--- src/rtl/fp_decode_if.sv ---
// Word-in / result-out bus for fp_decode.
// Both sides follow valid/ready: a transfer happens on a rising edge where valid and ready are both 1.
// A producer holds its payload while valid is high and ready is low.
interface fp_decode_if;
    logic        S;
    logic [2:0]  E;
    logic [3:0]  F;
    logic        in_valid;
    logic        in_ready;
    logic [11:0] D;
    logic        out_valid;
    logic        out_ready;
    logic        denorm;

    modport slave (
        input  S, E, F, in_valid, out_ready,
        output in_ready, D, out_valid, denorm
    );

    modport master (
        output S, E, F, in_valid, out_ready,
        input  in_ready, D, out_valid, denorm
    );
endinterface

--- src/rtl/fp_decode.sv ---
// Tiny float (S, 3-bit E, 4-bit F) to 12-bit two's-complement decoder, iterative shifter.
// Define FP_DECODE_BARREL_EN for a single-cycle barrel shift (fixed 2-cycle latency).
module fp_decode (
    input  logic         clk,
    input  logic         rst_n,
    fp_decode_if.slave   bus,
    output logic [1:0]   state_dbg
);
    typedef enum logic [1:0] {IDLE = 2'd0, SHIFT = 2'd1, FORM = 2'd2, HOLD = 2'd3} state_t;

    state_t      state, state_nxt;
    logic        s_q;
    logic [2:0]  e_q;
    logic [3:0]  f_q;
    logic [2:0]  cnt;
    logic [10:0] mag;
    logic        accept;
    logic [11:0] d_form;
    logic        denorm_form;

    assign state_dbg = state;
    assign accept    = (state == IDLE) && bus.in_valid && bus.in_ready;

    // Negating zero yields zero, so F = 0 never produces a negative zero.
    assign d_form      = s_q ? (12'd0 - {1'b0, mag}) : {1'b0, mag};
    assign denorm_form = (e_q != 3'd0) && !f_q[3];

    always_comb begin
        state_nxt = state;
        case (state)
            IDLE: begin
                if (accept) begin
`ifdef FP_DECODE_BARREL_EN
                    state_nxt = FORM;
`else
                    state_nxt = (bus.E != 3'd0) ? SHIFT : FORM;
`endif
                end
            end
            SHIFT: begin
                if (cnt == 3'd1) state_nxt = FORM;
            end
            FORM: state_nxt = HOLD;
            HOLD: begin
                if (bus.out_ready) state_nxt = IDLE;
            end
            default: state_nxt = IDLE;
        endcase
    end

    always_ff @(posedge clk or negedge rst_n) begin
        if (!rst_n) begin
            state         <= IDLE;
            s_q           <= 1'b0;
            e_q           <= 3'd0;
            f_q           <= 4'd0;
            cnt           <= 3'd0;
            mag           <= 11'd0;
            bus.in_ready  <= 1'b0;
            bus.D         <= 12'd0;
            bus.out_valid <= 1'b0;
            bus.denorm    <= 1'b0;
        end else begin
            state        <= state_nxt;
            // Registered so ready stays low through reset and rises one edge after any return to IDLE.
            bus.in_ready <= (state_nxt == IDLE);
            case (state)
                IDLE: begin
                    if (accept) begin
                        s_q <= bus.S;
                        e_q <= bus.E;
                        f_q <= bus.F;
                        cnt <= bus.E;
`ifdef FP_DECODE_BARREL_EN
                        mag <= {7'd0, bus.F} << bus.E;
`else
                        mag <= {7'd0, bus.F};
`endif
                    end
                end
                SHIFT: begin
                    mag <= mag << 1;
                    cnt <= cnt - 3'd1;
                end
                FORM: begin
                    bus.D         <= d_form;
                    bus.denorm    <= denorm_form;
                    bus.out_valid <= 1'b1;
                end
                HOLD: begin
                    if (bus.out_ready) bus.out_valid <= 1'b0;
                end
                default: ;
            endcase
        end
    end
endmodule

--- src/flat_wrapper.sv ---
// flat-port wrapper written by rule: the top's interface ports become plain ports
module fp_decode_flat 
  (clk, rst_n, state_dbg, bus_S, bus_E, bus_F, bus_in_valid, bus_out_ready, bus_in_ready, bus_D, bus_out_valid, bus_denorm);
  fp_decode_if bus_i ();
  input  logic clk;
  input  logic rst_n;
  output logic [1:0] state_dbg;
  input wire logic [$bits(bus_i.S)-1:0] bus_S;
  input wire logic [$bits(bus_i.E)-1:0] bus_E;
  input wire logic [$bits(bus_i.F)-1:0] bus_F;
  input wire logic [$bits(bus_i.in_valid)-1:0] bus_in_valid;
  input wire logic [$bits(bus_i.out_ready)-1:0] bus_out_ready;
  output wire logic [$bits(bus_i.in_ready)-1:0] bus_in_ready;
  output wire logic [$bits(bus_i.D)-1:0] bus_D;
  output wire logic [$bits(bus_i.out_valid)-1:0] bus_out_valid;
  output wire logic [$bits(bus_i.denorm)-1:0] bus_denorm;
  assign bus_i.S = bus_S;
  assign bus_i.E = bus_E;
  assign bus_i.F = bus_F;
  assign bus_i.in_valid = bus_in_valid;
  assign bus_i.out_ready = bus_out_ready;
  assign bus_in_ready = bus_i.in_ready;
  assign bus_D = bus_i.D;
  assign bus_out_valid = bus_i.out_valid;
  assign bus_denorm = bus_i.denorm;
  fp_decode u_core (.clk(clk), .rst_n(rst_n), .bus(bus_i), .state_dbg(state_dbg));
endmodule
--- config.mk ---
export PLATFORM = sky130hd
export DESIGN_NAME = fp_decode_flat
export DESIGN_NICKNAME = d
export VERILOG_FILES = /design/src/rtl/fp_decode_if.sv /design/src/rtl/fp_decode.sv /design/src/flat_wrapper.sv
export SDC_FILE = /design/constraint.sdc
export NUM_CORES = 1
export LEC_CHECK = 0
export ABC_AREA = 1
export BUFFER_PORTS_ARGS = -buffer_cell sky130_fd_sc_hd__buf_2
export CAP_MARGIN = 20
export CORE_MARGIN = 3
export CORE_UTILIZATION = 35
export CTS_CLUSTER_DIAMETER = 60
export DETAILED_ROUTE_END_ITERATION = 6
export GPL_ROUTABILITY_DRIVEN = 0
export GPL_TIMING_DRIVEN = 1
export PLACE_DENSITY = 0.62
export SLEW_MARGIN = 10
export SYNTH_ARGS = -nofsm -noshare
export SYNTH_HDL_FRONTEND = slang
export SYNTH_SLANG_ARGS = --single-unit
--- constraint.sdc ---
create_clock -name clk -period 1.4 [get_ports clk]
set_input_delay 0.07 -clock clk [delete_from_list [all_inputs] [get_ports clk]]
set_output_delay 0.07 -clock clk [all_outputs]
set_load 0.02 [all_outputs]
[Yosys cells after proc, flatten, opt, wreduce, memory -nomap -nowiden]
Cells that the tools add are included.
Storage, ports and cells
  input port bits: 12
  output and inout port bits: 17
  bits in registers: 39
  word-level logic and storage cells: 43
Operators by class
  add/sub/neg operators: 2
  multiplexer cells: 12
  eq/ne operators: 6
  reduce and logical (&&, ||, !) cells: 13
Operators with widths (number)
  $pmux W11 S2: 1
  $mux W12: 1
  $sub A1 B11 Y12 const A: 1
  $mux W11: 1
  $mux W2: 4
  $pmux W2 S4: 1
  $pmux W3 S2: 1
  $reduce_and A2 Y1: 3
  $reduce_bool A3 Y1: 2
  $eq A2 B2 Y1 const B: 2
  $logic_not A2 Y1: 2
  $reduce_bool A2 Y1: 2
  $eq A3 B1 Y1 const B: 1
  $logic_and A1 B1 Y1: 3
  $mux W3: 1
  $sub A3 B1 Y3 const B: 1
  $eq A2 B1 Y1 const B: 1
  $ne A2 B1 Y1 const B: 1
  $ne A2 B2 Y1 const B: 1
  $pmux W1 S2: 1
  $logic_not A1 Y1: 1
  $mux W1: 1

[Depth between registers and ports, before layout]
  word-level depth: 6
  depth in mapped cells: 8
  gate-level depth less buffers: 8

[Worst setup path before layout]
No wires, ideal clock.
  kind: register -> register
  start: register u_core.state[0] (netlist: u_core.state_dbg[0])
  end: register u_core.mag[7]
  slack: 0.111 ns
  cell stages (with the launch flop): 6
  data required time: 1.273 ns
  clock period less this slack: 1.289 ns
  arrival: 1.163 ns
  library setup time: 0.127 ns
  buffers on the path: 1
  path through: dfrtp_1 -> nor2_2 -> nand3_4 -> nand2_2 -> buf_6 -> o22ai_1
Between the ends
  cells in the longest elaborated chain, start to end: 5
  elaborated cells on any way between the ends: 8
  those cells by class: eq/ne (2); mux (1); reduce/logical (5)
RTL lines
  start, declared: line fp_decode.sv:11  | state_t state, state_nxt;
  start signal, assigned: line fp_decode.sv:64  | state <= state_nxt;
  $logic_not A2 Y1: line fp_decode.sv:22, fp_decode.sv:67
  $logic_and A1 B1 Y1 (2 in series): line fp_decode.sv:22  | assign accept = (state == IDLE) && bus.in_valid && bus.in_ready;
  $ne A2 B1 Y1 (no source line)
  $reduce_and A2 Y1 (no source line)
  end signal, assigned: line fp_decode.sv:77  | mag <= {7'd0, bus.F};
  end signal, assigned: line fp_decode.sv:82  | mag <= mag << 1;
  end, declared: line fp_decode.sv:16  | logic [10:0] mag;
Parallel ways exist; a longest one is shown, timed or not.
A chain may end at the register's enable or synchronous reset.

[Worst setup path after layout]
  start: register u_core.state[1] (netlist: u_core.state_dbg[1])
  end: register u_core.bus.in_ready
Between the ends
  cells in the longest elaborated chain, start to end: 6
  elaborated cells on any way between the ends: 11
  those cells by class: eq/ne (3); mux (4); reduce/logical (4)
RTL lines
  $logic_not A2 Y1: line fp_decode.sv:22, fp_decode.sv:30
  $logic_and A1 B1 Y1 (2 in series): line fp_decode.sv:22
  $mux W2: line fp_decode.sv:32  | if (accept) begin
  $pmux W2 S4 *: line fp_decode.sv:30  | case (state)
  net u_core.state_nxt[1]: line fp_decode.sv:11
  $logic_not A2 Y1 *: line fp_decode.sv:66  | bus.in_ready <= (state_nxt == IDLE);
  end signal, assigned: line fp_decode.sv:66
  end, declared: line fp_decode_if.sv:17  | output in_ready, D, out_valid, denorm
The timed path passes the listed nets; every way through them passes the cells marked *.

==> impl_metrics.csv <==
group,metric,value,unit
timing,setup-violations-final,0,
route,drt-vias-per-instance,4.60,
yosys,ys_ff_latch,36,
worst_hold_path,hold_class,"in -> reg",
global_route,antenna_found_initial,0,
yosys,synth_seq_area_share,51.8,%
route,drt-total-wl,3590,µm
global_route,grt_pass1_wl,6520,µm
yosys,ys.flop_type,"dfrtp_1",
floorplanning,dieArea,0.00585,mm²
yosys,synth_xor_area_share,2.01,%
place,hpwlAfterDp,2640,µm
yosys,synthSimpleGateAreaFrac,27.7,%
setup_path,critPathCaptureType,"flop",
global_route,grt_pass1_vias,1446,
yosys,synth_fp_nets,219,
yosys,synth-compound-area-share,9.49,%
yosys,synth_fa_ha_area_share,2.16,%
yosys,postSynthCellCount,204,
clocking,h-tree-depth,2,
yosys,ys_warn_count,0,
layout,num_antenna_cells,0,
global_route,grt.met2_usage,22.4,%
floorplanning,die_h,76.5,µm
clocking,cts.sinks,36,
layout,fin_nets,261,
floorplanning,row_count,25,
global_route,grt_overflow_total,0,
yosys,synth_edf_count,0,
global_route,groute.usage.overall,14.0,%
layout,layout-drive-gt1-share,23.9,%
global_route,use_met3,4.37,%
setup_path,critPathMaxFanout,8,
route,post-route-drc-count,0,
yosys,netlist_area,0.00174,mm²
setup_path,start_kind,"flop",
global_route,grt_max_degree,37,
timing,grt_setup_unrepaired,"no",
power_and_ir_drop,power_frac_seq,36.4,%
route,vias,1443,
clocking,clock-root-buffer,"clkbuf_8",
power_and_ir_drop,p_comb_share,48.6,%
route,postRouteAntennaNets,0,
clocking,clk_latency,290,ps
timing,slew-limit-headroom,69.2,%
power_and_ir_drop,pwr-share-clk,14.9,%
timing,setup_tns,0,ps
yosys,synth_mux_area_share,0,%
floorplanning,die_w,76.5,µm
status,outcome,"complete, no violations",
clocking,clockBufferDepth,2,
setup_path,required,1580,ps
yosys,synth_top_family_by_area,"simple AND/OR/NAND/NOR gates",
setup_path,cp.arrival,1440,ps
floorplanning,initial_utilization,36.6,%
clocking,cts_setup_buffers,0,
setup_path,cp_cell_sequence,"nor2_4 > nand3_4 > inv_2 > nand2_1 > nand3_1 > nor2_1",
yosys,synth_common_cells,"nand2_1 (70), dfrtp_1 (36), nand3_1 (17)",
place,port-buffer-count,28,
setup_path,slowest_stage,"dfrtp_1",
yosys,ys_types,27,
global_route,busiest_layer,"met2",
clocking,cts_made_buffers,5,
power_and_ir_drop,p_sw_share,44.1,%
timing,drv_slew,0,
power_and_ir_drop,p_sw,2250,µW
route,wire_per_inst,11.4,µm
power_and_ir_drop,p_int,2850,µW
setup_path,slowest_delay,480,ps
power_and_ir_drop,powerDensity,2410,mW/mm²
power_and_ir_drop,ir_drop,1.15,mV
layout,syn_to_final_growth,21.9,%
run,maxCapViolations,0,
global_route,grt_use_met1,18.0,%
setup_path,path_class,"reg -> reg",
floorplanning,io_pins,29,
yosys,async_reset_ff_share,100,%
yosys,yosysMostFrequentCell,"nand2_1",
route,first_pass_iters,4,
timing,max_freq,0.792,GHz
clocking,cts_tree,"built",
route,drtIter0Drc,65,
timing,hold_violations,0,
timing,fin_skew,3.69,ps
timing,fin_crit_sh,90.2,%
clocking,clk_pin_slew,70,ps
timing,worst_pin_slew,462,ps
yosys,syn-mean-instance-area,8.53,µm²
floorplanning,core-area,0.00475,mm²
power_and_ir_drop,power,5100,µW
power_and_ir_drop,p_leak,0.00111,µW
yosys,synth_area_leaders,"dfrtp_1 (52%), nand2_1 (15%), nand3_1 (4.9%)",
yosys,yosysTopAreaCell,"dfrtp_1",
timing,final.min_clock_period,1260,ps
yosys,yosys.area.top_type_share,51.8,%
layout by cell type, fill, tap and decap left out, types with 2 or more instances in the layout:
cell type      Yosys  routed
o21ai_0            4       4
inv_2              4       4
nor3_1             2       2
o21ai_1            5       5
ha_1               3       3
nand3_1           17      17
dlygate4sd3_1      0       3
o221ai_1           3       3
clkinv_2           0       2
nor2_4             2       3
buf_4              0       8
clkbuf_8           0       6
dfrtp_1           36      36
nor2_1            14      14
inv_1             16      16
nand2_2            2       2
nand2_1           70      69
a21oi_1            3       3
buf_2              1      28
xor2_1             3       3
o22ai_1            7       7
worst paths after layout:
check	start	end	slack (ps)	cells after the start
setup / recovery	u_core.state_dbg[1]	u_core.bus.in_ready	140	6
hold reg to reg	u_core.bus.D[7]	u_core.bus.D[7]	470	2
max in group asynchronous	rst_n	u_core.cnt[0]	720	3
hold / removal	bus_E[0]	u_core.e_q[0]	20	3
min in group asynchronous	rst_n	u_core.mag[3]	360	3
setup reg to reg	u_core.state_dbg[1]	u_core.bus.in_ready	140	6
flip-flops by register name, summed over array words and instances, names as in the netlist:
signal / flops
u_core.bus.denorm: 1
u_core.cnt: 3
u_core.bus.out_valid: 1
u_core.e_q: 3
u_core.f_q: 1
u_core.bus.in_ready: 1
u_core.mag: 11
u_core.s_q: 1
u_core.bus.D: 12
u_core.state_dbg: 2
what timing repair did:
action,4_1_cts,5_1_grt
hold endpoints to repair,38,0
resized for setup,0,3
hold buffers,3,0
endpoints found under the setup margin,0,12
layer usage:
| metal | wire (µm) | vias up |
|---|---|---|
| met5 | 0 | - |
| met4 | 55 | 0 |
| met3 | 149 | 5 |
| met2 | 1640 | 25 |
| met1 | 1750 | 669 |
| li1 | - | 744 |
area by class of cell:
class	count	area [µm²]
Clock buffer	6	82.6
Timing Repair Buffer	39	230
Clock inverter	2	10.0
Inverter	21	81.3
Fill cell	508	2630
Multi-Input combinational cell	143	732
Sequential cell	36	901
Tap cell	67	83.8
power by group through the flow:
| stage | sequential (µW) | clock, µW | combinational, µW |
|---|---|---|---|
| after floorplan | 2100 | 0 | 1590 |
| after global placement | 1860 | 0 | 2450 |
| after detailed placement | 1870 | 0 | 2470 |
| after CTS | 1850 | 789 | 2490 |
| after global routing | 1940 | 831 | 2840 |
| final | 1860 | 762 | 2480 |
through the flow:
step	area, µm²	std cells	util (%)	hold WS (ps)	setup WS (ps)
2_1_floorplan	1740	204	-	-226	111
5_1_grt	2120	314	44.6	35.5	10.1
4_1_cts	2110	314	44.3	20.1	15.8
6_report	2120	314	44.6	23.3	137
3_5_place_dp	1990	303	41.8	142	29.0
3_3_place_gp	1990	303	41.8	137	82.6
cell families after synthesis:
family,count (synthesis)
XOR/XNOR,4
adder cells (fa/ha/maj),3
AO/OA/AOI/OAI,26
AND/OR/NAND/NOR,110
buffers and inverters,25
flip-flops,36
worst max-delay path, delay by kind of cell (launching register included):
kind | cells | cell delay [ps]
and+or+nand+nor | 5 | 530
buffers and inverters | 1 | 150
DFF | 1 | 480
No activity file was read; power rests on OpenSTA's default activity.
